[src/rtl/dmem_arbiter_pkg.sv]
// Shared widths, counter size and one-hot FSM encodings for the data-memory arbiter.
// Constants only; no timing or flow-control behaviour lives here.
package dmem_arbiter_pkg;

   localparam int LEN_WORD         = 32;
   localparam int LEN_MEMDATA_ADDR = 10;
   localparam int LEN_ARB_CNT      = 3;

   typedef enum logic [3:0] {
      ARB_STATE_IDLE  = 4'b0001,
      ARB_STATE_ISSUE = 4'b0010,
      ARB_STATE_WAIT  = 4'b0100,
      ARB_STATE_RESP  = 4'b1000
   } arb_state_t;

   // An all-zero strobe pattern marks a load.
   function automatic logic is_read(input logic [3:0] we);
      return (we == 4'b0000);
   endfunction

endpackage

[src/rtl/dmem_arbiter_rr_pick2.sv]
// Combinational 2-way round-robin picker: on a tie the requester that did not win last time is chosen.
// Zero latency; no backpressure, it only ranks the current requests.
module rr_pick2 (
   input  logic [1:0] req,
   input  logic       last_grant,
   output logic       grant_valid,
   output logic       grant_id
);

   always_comb begin
      grant_valid = |req;
      grant_id    = 1'b0;
      if (req == 2'b11)
         grant_id = ~last_grant;
      else if (req[1])
         grant_id = 1'b1;
   end

endmodule

[src/rtl/dmem_arbiter.sv]
// Shares one data-memory port between two order/accepted/done requesters, one transaction in flight.
// Accepted 1 cycle after order is sampled; done at A+1 (store) or A+READ_LATENCY+1 (load); orders wait while busy.
module dmem_arbiter
   import dmem_arbiter_pkg::*;
#(
   parameter int ADDR_W       = LEN_MEMDATA_ADDR,
   parameter int DATA_W       = LEN_WORD,
   parameter int READ_LATENCY = 2
) (
   input  logic              clk,
   input  logic              rstn,
   input  logic              r0_order,
   input  logic [ADDR_W-1:0] r0_addr,
   input  logic [DATA_W-1:0] r0_wdata,
   input  logic [3:0]        r0_we,
   output logic              r0_accepted,
   output logic              r0_done,
   output logic [DATA_W-1:0] r0_rdata,
   input  logic              r1_order,
   input  logic [ADDR_W-1:0] r1_addr,
   input  logic [DATA_W-1:0] r1_wdata,
   input  logic [3:0]        r1_we,
   output logic              r1_accepted,
   output logic              r1_done,
   output logic [DATA_W-1:0] r1_rdata,
   output logic [ADDR_W-1:0] a_mem,
   output logic [DATA_W-1:0] sd_mem,
   input  logic [DATA_W-1:0] ld_mem,
   output logic [3:0]        mem_write_flag,
   output logic              mem_read_flag
);

   localparam logic [LEN_ARB_CNT-1:0] CNT_LOAD = LEN_ARB_CNT'(READ_LATENCY - 1);
   localparam logic [LEN_ARB_CNT-1:0] CNT_ONE  = LEN_ARB_CNT'(1);

   arb_state_t             state;
   arb_state_t             state_nxt;
   logic [LEN_ARB_CNT-1:0] cnt;
   logic                   last_grant;
   logic                   owner;
   logic                   rd_q;

   logic                   grant_valid;
   logic                   grant_id;
   logic [ADDR_W-1:0]      g_addr;
   logic [DATA_W-1:0]      g_wdata;
   logic [3:0]             g_we;

   rr_pick2 u_pick (
      .req         ({r1_order, r0_order}),
      .last_grant  (last_grant),
      .grant_valid (grant_valid),
      .grant_id    (grant_id)
   );

   assign g_addr  = grant_id ? r1_addr  : r0_addr;
   assign g_wdata = grant_id ? r1_wdata : r0_wdata;
   assign g_we    = grant_id ? r1_we    : r0_we;

   // The counter already runs during ISSUE, so a load reaches RESP exactly
   // when ld_mem is valid, READ_LATENCY cycles after the read flag.
   always_comb begin
      state_nxt = state;
      case (state)
         ARB_STATE_IDLE: begin
            if (grant_valid)
               state_nxt = ARB_STATE_ISSUE;
         end
         ARB_STATE_ISSUE: begin
            if (!rd_q)
               state_nxt = ARB_STATE_IDLE;
            else if (cnt == '0)
               state_nxt = ARB_STATE_RESP;
            else
               state_nxt = ARB_STATE_WAIT;
         end
         ARB_STATE_WAIT: begin
            if (cnt == '0)
               state_nxt = ARB_STATE_RESP;
         end
         ARB_STATE_RESP: begin
            state_nxt = ARB_STATE_IDLE;
         end
         default: begin
            state_nxt = ARB_STATE_IDLE;
         end
      endcase
   end

   always_ff @(posedge clk) begin
      if (!rstn) begin
         state          <= ARB_STATE_IDLE;
         cnt            <= '0;
         last_grant     <= 1'b1;
         owner          <= 1'b0;
         rd_q           <= 1'b0;
         r0_accepted    <= 1'b0;
         r1_accepted    <= 1'b0;
         r0_done        <= 1'b0;
         r1_done        <= 1'b0;
         r0_rdata       <= '0;
         r1_rdata       <= '0;
         a_mem          <= '0;
         sd_mem         <= '0;
         mem_write_flag <= '0;
         mem_read_flag  <= 1'b0;
      end else begin
         state          <= state_nxt;
         r0_accepted    <= 1'b0;
         r1_accepted    <= 1'b0;
         r0_done        <= 1'b0;
         r1_done        <= 1'b0;
         mem_write_flag <= '0;
         mem_read_flag  <= 1'b0;
         case (state)
            ARB_STATE_IDLE: begin
               if (grant_valid) begin
                  owner          <= grant_id;
                  last_grant     <= grant_id;
                  rd_q           <= is_read(g_we);
                  cnt            <= CNT_LOAD;
                  a_mem          <= g_addr;
                  sd_mem         <= g_wdata;
                  mem_write_flag <= g_we;
                  mem_read_flag  <= is_read(g_we);
                  r0_accepted    <= ~grant_id;
                  r1_accepted    <= grant_id;
               end
            end
            ARB_STATE_ISSUE: begin
               // Stores complete as soon as the strobes have been presented.
               if (rd_q) begin
                  if (cnt != '0)
                     cnt <= cnt - CNT_ONE;
               end else begin
                  r0_done <= ~owner;
                  r1_done <= owner;
               end
            end
            ARB_STATE_WAIT: begin
               if (cnt != '0)
                  cnt <= cnt - CNT_ONE;
            end
            ARB_STATE_RESP: begin
               if (owner)
                  r1_rdata <= ld_mem;
               else
                  r0_rdata <= ld_mem;
               r0_done <= ~owner;
               r1_done <= owner;
            end
            default: begin
            end
         endcase
      end
   end

endmodule

[config.mk]
export PLATFORM = sky130hd
export DESIGN_NAME = dmem_arbiter
export DESIGN_NICKNAME = d
export VERILOG_FILES = /design/src/rtl/dmem_arbiter_pkg.sv /design/src/rtl/dmem_arbiter_rr_pick2.sv /design/src/rtl/dmem_arbiter.sv
export SDC_FILE = /design/constraint.sdc
export NUM_CORES = 1
export LEC_CHECK = 0
export ABC_AREA = 0
export CAP_MARGIN = 40
export CORE_MARGIN = 10
export CORE_UTILIZATION = 41
export CTS_CLUSTER_DIAMETER = 150
export DETAILED_ROUTE_END_ITERATION = 10
export GPL_TIMING_DRIVEN = 1
export PLACE_DENSITY = 0.79
export SLEW_MARGIN = 20
export SYNTH_ARGS = -nofsm -noshare
export SYNTH_HDL_FRONTEND = slang
export SYNTH_SLANG_ARGS = --single-unit
[constraint.sdc]
create_clock -name clk -period 2.25 [get_ports clk]
set_input_delay 0.225 -clock clk [delete_from_list [all_inputs] [get_ports clk]]
set_output_delay 0.225 -clock clk [all_outputs]
set_load 0.01 [all_outputs]
==> flow_summary.json <==
{
  "arrival_ns": 2.19,
  "yosysWarnings": 0,
  "grt_pass1_wl_um": 27200,
  "cts.repair.resized": 0,
  "power.leakage_nw": 3.34,
  "vdd_drop_max_mv": 0.388,
  "core-area_um2": 12100,
  "fin_cells": 964,
  "vias": 4770,
  "crit_path_cell_trace": "nor4b_1 > and2_1 > buf_12 > nand2_1 > a21boi_0",
  "cts_tree": "done",
  "finalHoldViolCount": 0,
  "io_buffer_count": 242,
  "rows": 40,
  "clockRootBuffer": "clkbuf_16",
  "nets": 913,
  "layout-drive-gt1-share_pct": 5.41,
  "die_w_um": 132,
  "crit_required_ns": 2.56,
  "total_power_mw": 5.93,
  "p_seq_share_pct": 40.9,
  "grt_pass1_vias": 4987,
  "critPathCaptureType": "flip-flop",
  "internal_power_mw": 4.48,
  "place_congestion": 0.837,
  "wl_per_cell_um": 17.6,
  "worst_r2r_endpoint": "r0_rdata[10]",
  "worstSetupPathType": "reg -> reg",
  "dp_hpwl_um": 13200,
  "worstReg2RegStart": "state[3]",
  "avgSynthCellArea_um2": 9.21,
  "worst_slack_ns": 0.374,
  "dieArea_um2": 17300,
  "cts.clk_slew.worst_paths_ns": 0.05,
  "final_area_um2": 8210,
  "totalWireLength_um": 17000,
  "timing.hold.ws_ns": 0.186,
  "synth.most_common_cell": "nand2_1",
  "rrSetupSlack_ns": 0.37,
  "post-route-min-period_ns": 1.88,
  "grt_max_degree": 69,
  "clock_latency_ns": 0.40,
  "status": "complete, no violations",
  "ctsHoldBuffers": 0,
  "postCtsSetupBuffers": 0,
  "tightest_slew_ns": 0.603,
  "cts_buffer_depth": 2,
  "cp_max_fo": 32,
  "fmax_mhz": 533,
  "p_comb_share_pct": 17.2,
  "power_density_nw_per_um2": 722,
  "place_inst": 932,
  "setup_violations": 0,
  "synth_common_cells": "nand2_1 (178), dfxtp_1 (125), a21boi_0 (56)",
  "synthCells": 554,
  "synth_area_leader_cell": "dfxtp_1",
  "syn_nets": 684,
  "async_flop_share_pct": 0,
  "p_clk_share_pct": 41.8,
  "rsz0062_at_grt": "false",
  "ys.flop_type": "dfxtp_1",
  "utilization_pct": 67.8,
  "die_y_um": 132,
  "antenna_found_initial": 1,
  "synth-seq-area-share_pct": 49.1,
  "synth_top_area_share_pct": 49.1,
  "crit_path_max_incr_delay_ns": 0.56,
  "drt_iter0_markers": 241,
  "placed_area_um2": 7670,
  "floorplan.initialDensity_pct": 42.1,
  "grt_overflow": 0,
  "synth_edf_count": 0,
  "holdPathStages": 2,
  "numCtsBuffers": 17,
  "cp-start-kind": "flip-flop",
  "first_pass_iters": 4,
  "fin_setup_tns_ns": 0,
  "drc": 0,
  "grt_usage_pct": 19.2,
  "hold_path_class": "in -> reg",
  "skew_ns": 0.0110,
  "syn_area_um2": 5100,
  "p_switching_mw": 1.45,
  "finalCritPeriodShare_pct": 83.4,
  "ys_seq_elements": 125,
  "cap_violations": 0,
  "ys_types": 28,
  "viasPerCell": 4.95,
  "slowest_stage": "nor4b_1",
  "post-place-ws_ns": 0.371,
  "drv_slew": 0,
  "ant_nets": 0,
  "io_pins": 243,
  "r2r_cells": 5,
  "areaGrowthSynthToFinish_pct": 61.0,
  "nFillCells": 946,
  "min_to": "sd_mem[1]",
  "p_sw_share_pct": 24.4,
  "clock_sinks": 125,
  "synthTopCellsByArea": "dfxtp_1 (49%), nand2_1 (13%), mux2i_1 (9.8%)",
  "htreeDepth": 4,
  "min_from": "rstn",
  "slew_headroom_pct": 59.3
}
-- worst max-delay path, delay by kind of cell (launching register included) --
family | cells | cell delay [ns]
buffers and inverters | 1 | 0.20
DFF | 1 | 0.51
and+or+nand+nor | 3 | 0.90
AOI/OAI and AO/OA | 1 | 0.19
-- state kept, by name, indices dropped and copies added (netlist names), 3 cells and up --
name / count
r1_rdata: 32
a_mem: 10
sd_mem: 32
cnt: 3
r0_rdata: 32
state: 4
mem_write_flag: 4
-- metal layers --
metal	part of all wire, %	wire, µm	global-route usage [%]
met5	0	0	0
met4	1.1	192	6.74
met3	11	1950	10.0
met2	45	7720	30.3
met1	42	7120	21.8
-- area by class of cell --
cell class	count	area (µm²)	share of cell area, %
clock inverters	10	93.8	1.14
inverters	5	18.8	0.228
well taps	168	210	2.56
flip-flops and latches	125	2500	30.5
multi-input cells	381	2390	29.0
clock buffers	21	450	5.48
diodes	1	2.50	0.0305
repair buffers	253	2550	31.0
-- cell usage in the layout (no fill, tap or decap), types with 4 or more instances in the layout --
master,Yosys,final
a21boi_0,56,55
a21boi_1,11,11
buf_12,0,4
buf_4,6,7
clkbuf_16,0,17
clkdlybuf4s50_1,0,241
dfxtp_1,125,125
inv_1,5,5
mux2i_1,50,50
nand2_1,178,178
nor2_1,12,12
o211a_1,43,43
-- how the worst max path moves through the flow --
stage / start / end / slack [ns] / cells after the start
2_1_floorplan: cnt[0] / cnt[0] / 0.66 / 7
3_3_place_gp: r0_order / cnt[0] / 0.47 / 5
3_5_place_dp: state[3] / r0_rdata[10] / 0.37 / 5
4_1_cts: state[3] / r0_rdata[10] / 0.36 / 5
5_1_grt: state[3] / r0_rdata[9] / 0.09 / 5
6_report: state[3] / r0_rdata[10] / 0.37 / 5
-- power groups by stage --
| stage | clock network, mW | logic [mW] | registers, mW |
|---|---|---|---|
| 2_1_floorplan | 0 | 0.400 | 2.51 |
| 3_3_place_gp | 0 | 1.01 | 2.47 |
| 3_5_place_dp | 0 | 1.03 | 2.47 |
| 4_1_cts | 2.54 | 1.04 | 2.43 |
| 5_1_grt | 2.63 | 1.10 | 2.44 |
| 6_report | 2.48 | 1.02 | 2.43 |
-- cell families after synthesis --
logic type / share of synthesized area [%]
simple gates: 17.2
mux: 9.81
fa+ha+maj: 0.490
flops: 49.1
compound gates: 19.1
buf+inv: 4.39
Note: power is estimated with default switching activity, not from simulation.
